$ cat config.mk
export PLATFORM = sky130hd
export DESIGN_NAME = fetch_stage
export DESIGN_NICKNAME = d
export VERILOG_FILES = /design/src/rtl/fetch_stage.sv
export SDC_FILE = /design/constraint.sdc
export NUM_CORES = 1
export LEC_CHECK = 0
export ABC_AREA = 1
export BUFFER_PORTS_ARGS = -buffer_cell sky130_fd_sc_hd__buf_2
export CAP_MARGIN = 20
export CORE_ASPECT_RATIO = 2
export CORE_MARGIN = 4
export CORE_UTILIZATION = 46
export CTS_BUF_LIST = sky130_fd_sc_hd__clkbuf_16
export CTS_CLUSTER_DIAMETER = 80
export DETAILED_ROUTE_END_ITERATION = 6
export PLACE_DENSITY_LB_ADDON = 0.05
export SYNTH_ARGS = -nofsm -noshare
export SYNTH_HDL_FRONTEND = slang
export SYNTH_SLANG_ARGS = --single-unit
$ cat constraint.sdc
create_clock -name clk -period 1.4 [get_ports clk]
set_clock_uncertainty 0.15 [all_clocks]
set_input_delay 0.07 -clock clk [delete_from_list [all_inputs] [get_ports clk]]
set_output_delay 0.07 -clock clk [all_outputs]
set_load 0.05 [all_outputs]
$ cat src/rtl/fetch_stage.sv
// Instruction-fetch stage with IF/ID pipeline register feeding decode.
// Tracks the PC and the tag of the single in-flight read to a 1-cycle-latency synchronous instruction memory.
module fetch_stage #(
    parameter int                     PC_WIDTH    = 8,
    parameter int                     INSTR_WIDTH = 16,
    parameter logic [PC_WIDTH-1:0]    RESET_PC    = 8'h00,
    parameter logic [INSTR_WIDTH-1:0] NOP_INSTR   = 16'hE000
) (
    input  logic                   clk,
    input  logic                   reset,
    input  logic                   stall,
    input  logic                   branch_taken,
    input  logic [PC_WIDTH-1:0]    branch_target,
    output logic [PC_WIDTH-1:0]    imem_addr,
    input  logic [INSTR_WIDTH-1:0] imem_rdata,
    output logic [INSTR_WIDTH-1:0] instruction,
    output logic [PC_WIDTH-1:0]    pc_out,
    output logic                   instr_valid,
    output logic [15:0]            fetch_count
);

    logic [PC_WIDTH-1:0]    r_pc;
    logic [PC_WIDTH-1:0]    r_fPc;
    logic                   r_fValid;
    logic [INSTR_WIDTH-1:0] r_instr;
    logic [PC_WIDTH-1:0]    r_pcOut;
    logic                   r_instrValid;
    logic [15:0]            r_fetchCount;

    logic [PC_WIDTH-1:0]    w_pcPlusOne;
    logic [PC_WIDTH-1:0]    w_targetPlusOne;

    assign w_pcPlusOne     = r_pc + PC_WIDTH'(1);
    assign w_targetPlusOne = branch_target + PC_WIDTH'(1);

    // During a stall the in-flight address is re-issued so its data is still on imem_rdata at release.
    always_comb begin
        imem_addr = r_pc;
        if (branch_taken) begin
            imem_addr = branch_target;
        end else if (stall) begin
            imem_addr = r_fPc;
        end
    end

    always_ff @(posedge clk or negedge reset) begin
        if (!reset) begin
            r_pc         <= RESET_PC;
            r_fPc        <= RESET_PC;
            r_fValid     <= 1'b0;
            r_instr      <= NOP_INSTR;
            r_pcOut      <= '0;
            r_instrValid <= 1'b0;
            r_fetchCount <= '0;
        end else if (branch_taken) begin
            r_pc         <= w_targetPlusOne;
            r_fPc        <= branch_target;
            r_fValid     <= 1'b1;
            r_instr      <= NOP_INSTR;
            r_instrValid <= 1'b0;
        end else if (!stall) begin
            r_pc     <= w_pcPlusOne;
            r_fPc    <= r_pc;
            r_fValid <= 1'b1;
            if (r_fValid) begin
                r_instr      <= imem_rdata;
                r_pcOut      <= r_fPc;
                r_instrValid <= 1'b1;
                r_fetchCount <= r_fetchCount + 16'd1;
            end else begin
                r_instr      <= NOP_INSTR;
                r_instrValid <= 1'b0;
            end
        end
    end

    assign instruction = r_instr;
    assign pc_out      = r_pcOut;
    assign instr_valid = r_instrValid;
    assign fetch_count = r_fetchCount;

endmodule
-- After elaboration in Yosys (flattened, before gate mapping)
Cells that the tools add are included.
- bits in registers: 58
- output and inout bits: 49
- $add $sub $neg: 3
- equality and inequality tests: 1
- mux-type cells: 12
- bitwise operators: 2
- reduce and logical (&&, ||, !) cells: 1
- operators by type and width (cell ; count):
    2-to-1 mux 16 bit ; 3
    2-to-1 mux 8 bit ; 4
    adder 16 x 1 -> 16 bit, second input constant ; 1
    adder 8 x 1 -> 8 bit, second input constant ; 2
    2-to-1 mux 1 bit ; 5
    AND reduction 3 bit ; 1
    != test 2 x 1 -> 1 bit, second input constant ; 1
    NOT 1 bit ; 2

-- Longest topological paths before layout
- word-level depth: 3
- mapped depth: 12
- depth with buffers taken out: 11

-- Worst setup path after synthesis
Ideal clock, no wire load.
- path type: input-to-reg
- from: input port stall
- to: register r_fPc[3]
- library setup time: 221 ps
- arrival: 1372 ps
- data required time: 1029 ps
- slack: -342 ps
- stages: 5
- path buffers: 1
- path through: inv_2 nor2_2 inv_2 buf_2 o221ai_1
- longest elaborated chain between the ends: 2
- RTL lines (item ; RTL line ; RTL):
    from (decl) ; 11 ; input logic stall,
    2-to-1 mux 8 bit (2 in a row) ; n/a ;
    named net imem_addr[3] ; 14 ; output logic [PC_WIDTH-1:0] imem_addr,
    to (signal assigned) ; 57 ; r_fPc <= branch_target;
    to (signal assigned) ; 63 ; r_fPc <= r_pc;
    to (decl) ; 23 ; logic [PC_WIDTH-1:0] r_fPc;
The timed path passes the listed nets, and every way through them passes these cells.
A chain may end at the register's enable or synchronous reset.

-- Final worst setup path
- from: register r_pc[1]
- to: output port imem_addr[1]
- longest elaborated chain between the ends: 2
- RTL lines (item ; RTL line ; RTL):
    from (decl) ; 22 ; logic [PC_WIDTH-1:0] r_pc;
    from (signal assigned) ; 56 ; r_pc <= w_targetPlusOne;
    from (signal assigned) ; 62 ; r_pc <= w_pcPlusOne;
    2-to-1 mux 8 bit ; 41 ; end else if (stall) begin
    2-to-1 mux 8 bit ; n/a ;
    to (decl) ; 14 ;
No other way between the ends.

==> results.yml <==
run_status:
  status: "finished with violations"
  violations: "hold timing, setup timing"
worst_setup_path:
  crit_required_ps: 1180
  crit_buf_inv: 1
  path_delay_family: "flip-flops"
  path_max_fanout: 2
  startpoint: "r_pc[1]$_DFFE_PN0P_"
  r2r-start: "r_pc[0]$_DFFE_PN0P_"
  critPathMaxStageDelay_ps: 340
  path_class: "register to output port"
  crit_chain: "nand2_1 > o221ai_1 > buf_4"
  worstPathArrival_ps: 1200
  critical_path.endpoint_type: "output port"
  r2r_cells: 10
  worst_setup_path_start_kind: "register"
  cpMaxStageDelayCell: "dfrtp_1"
  cp.depth: 3
placed_design:
  place.gp.congestion: 0.886
  pre_cts_ws_ps: -28.5
  dpl.hpwl_um: 5110
  portBuffers: 76
floorplan:
  start_util: 0.481
  core_mm2: 0.00552
  die_area_mm2: 0.00712
  pin_count: 77
  die_h_um: 115
  fp-row-count: 38
  dieWidth_um: 61.7
timing:
  rsz0062_at_grt: "true"
  tns_ps: -64.6
  setup_viol: 7
  relSlewSlack: 0.733
  slew_violations: 0
  hold_viol: 1
  setup_slack_ps: -19.9
  fin_crit_ps: 1420
  finalCritPeriodShare: 1.01
  fmax_ghz: 0.704
  worst_pin_slew_ps: 399
  fin_hold_ws_ps: -1.18
yosys:
  synth_compound_area_frac: 0.119
  synth_edf_count: 0
  yosysTopAreaCell: "dfrtp_1"
  synth_ff_type: "dfrtp_1"
  synthMuxAreaShare: 0
  netlist.area_leader.share: 0.519
  synth-warning-count: 0
  synthesis.nets: 328
  synth_cell_types: 26
  synth_area_mm2: 0.00265
  synthTopCellsByArea: "dfrtp_1 (52%), nand2_1 (13%), a22o_1 (4.3%), inv_1 (4.2%), o21ai_0 (3.4%)"
  async_reset_ff_frac: 1.00
  synthXorXnorAreaFrac: 0.0297
  synth_adder_area_share: 0.00943
  synth-seq-cells: 58
  synth_top_family_by_area: "simple AND/OR/NAND/NOR gates"
  ys_seq_area_frac: 0.548
  synth_simple_gate_area_frac: 0.228
  avgSynthCellArea_um2: 8.91
  synth_cells: 298
pwr:
  p_sw_frac: 0.348
  seq_power_share: 0.353
  pwr-share-clk: 0.349
  power_density_mw_per_mm2: 1440
  pwr-share-comb: 0.298
  ir_drop_v: 0.00135
  p_leak_nw: 2.11
  power_switching_mw: 2.05
  intPower_mw: 3.84
  finalPower_mw: 5.88
clocking:
  clk_pin_slew_ps: 50
  cts_max_level: 3
  cts_buffers: 9
  clkLatencyLatePin_ps: 330
  cts_sinks: 58
  cts_tree: "done"
  cts-root-buf: "clkbuf_16"
  cts.path.max_buffers: 2
global_routing:
  grt_busiest_layer: "met2"
  met1_usage: 0.235
  antenna_found_initial: 0
  use_met2: 0.391
  track_usage: 0.221
  grt_max_degree: 27
  grt_pass1_vias: 2524
  grt_first_pass_wirelength_um: 11600
  grt-ovfl-total: 0
  grtUsageMet3: 0.0446
drt:
  first_pass_iters: 4
  wl_per_cell_um: 14.8
  via_count: 2530
  routed_wl_um: 7390
  drt-vias-per-instance: 5.08
  drc: 0
  drtIter0Drc: 136
  ant_nets: 0
job:
  maxCapViolations: 0
cells_and_area:
  nets: 463
  layout_common_cells: "nand2_1 (85), buf_2 (68), dfrtp_1 (41), buf_4 (29), dlygate4sd3_1 (26)"
  area_delta_synth_final_pct: 54.1
  drive_gt1_frac: 0.416
  diodes: 0
  layout_commonest_cell: "nand2_1"
min_path:
  min_path_cells: 4
  hold_class: "primary input to register"
  hold_start: "branch_target[0]"
[kinds of logic (layout without fill, tap and decap cells)]
logic type / Yosys count / in the layout
compound gates: 45 / 45
xor+xnor: 9 / 9
fa+ha+maj: 2 / 2
buf+inv: 42 / 182
flops: 58 / 58
simple gates: 142 / 142
[what timing repair did]
| item | 4_1_cts | 5_1_grt |
|---|---|---|
| setup endpoints to repair | 10 | 19 |
| buffers inserted | 2 | 12 |
| hold buffers | 26 | 0 |
| resized for setup | 22 | 25 |
| endpoints found under the hold margin | 83 | 0 |
| pin swaps | 5 | 8 |
[routing by layer]
| metal | up-vias | share of wire |
|---|---|---|
| met1 | 1212 | 0.35 |
| met5 | - | 0 |
| met3 | 23 | 0.036 |
| met4 | 0 | 0.040 |
| li1 | 1237 | - |
| met2 | 58 | 0.58 |
[cell usage after synthesis (3+ instances only)]
library cell,count
a22o_1,13
buf_2,6
dfrtp_1,55
dfstp_2,3
inv_1,30
inv_2,3
nand2_1,93
nand2_2,4
nand3_1,13
nor2_1,23
nor2_2,3
o21ai_0,18
o221ai_1,8
o22a_1,3
xnor2_1,5
xor2_1,4
[metrics by stage]
step	utilization	std cells	instance area [um^2]
floorplan	-	298	2720
global placement	0.591	442	3260
detailed placement	0.591	442	3260
CTS	0.708	486	3910
global route	0.742	498	4090
finish	0.742	498	4090
[sequential cells by signal, summed over array words and instances, names as in the netlist]
signal,cells
instr_valid,1
r_fPc,8
pc_out,8
r_fValid,1
r_pc,8
instruction,16
fetch_count,16
[layout make-up]
| class | count | area, um^2 |
|---|---|---|
| clock buffer | 9 | 225 |
| tap | 60 | 75.1 |
| clock inverter | 7 | 53.8 |
| sequential | 58 | 1470 |
| timing repair buffer | 132 | 928 |
| inverter | 34 | 129 |
| multi-input combinational | 198 | 1210 |
| fill | 414 | 1430 |
[power groups by stage]
stage	sequential [mW]	clock (mW)	combinational [mW]
floorplan	2.58	0	0.535
global placement	2.10	0	1.41
detailed placement	2.11	0	1.42
CTS	2.09	2.08	1.55
global route	2.11	2.18	1.88
finish	2.08	2.05	1.75
[tightest hold or removal path, stage by stage]
cell and delay, ps:
buf_2 90, nand2_1 90, o221ai_4 90, buf_4 110
[worst paths after layout]
| kind | endpoint | slack [ps] |
|---|---|---|
| max | imem_addr[1] | -20 |
| min | r_fPc[0]$_DFF_PN0_ | -1 |
| max reg2reg | r_pc[2]$_DFFE_PN0P_ | -10 |
| min reg2reg | instr_valid$_DFFE_PN0P_ | 320 |
| max in group asynchronous | fetch_count[6]$_DFFE_PN0P_ | 190 |
| min in group asynchronous | fetch_count[12]$_DFFE_PN0P_ | 140 |
Note: power is estimated with default switching activity, not from simulation.
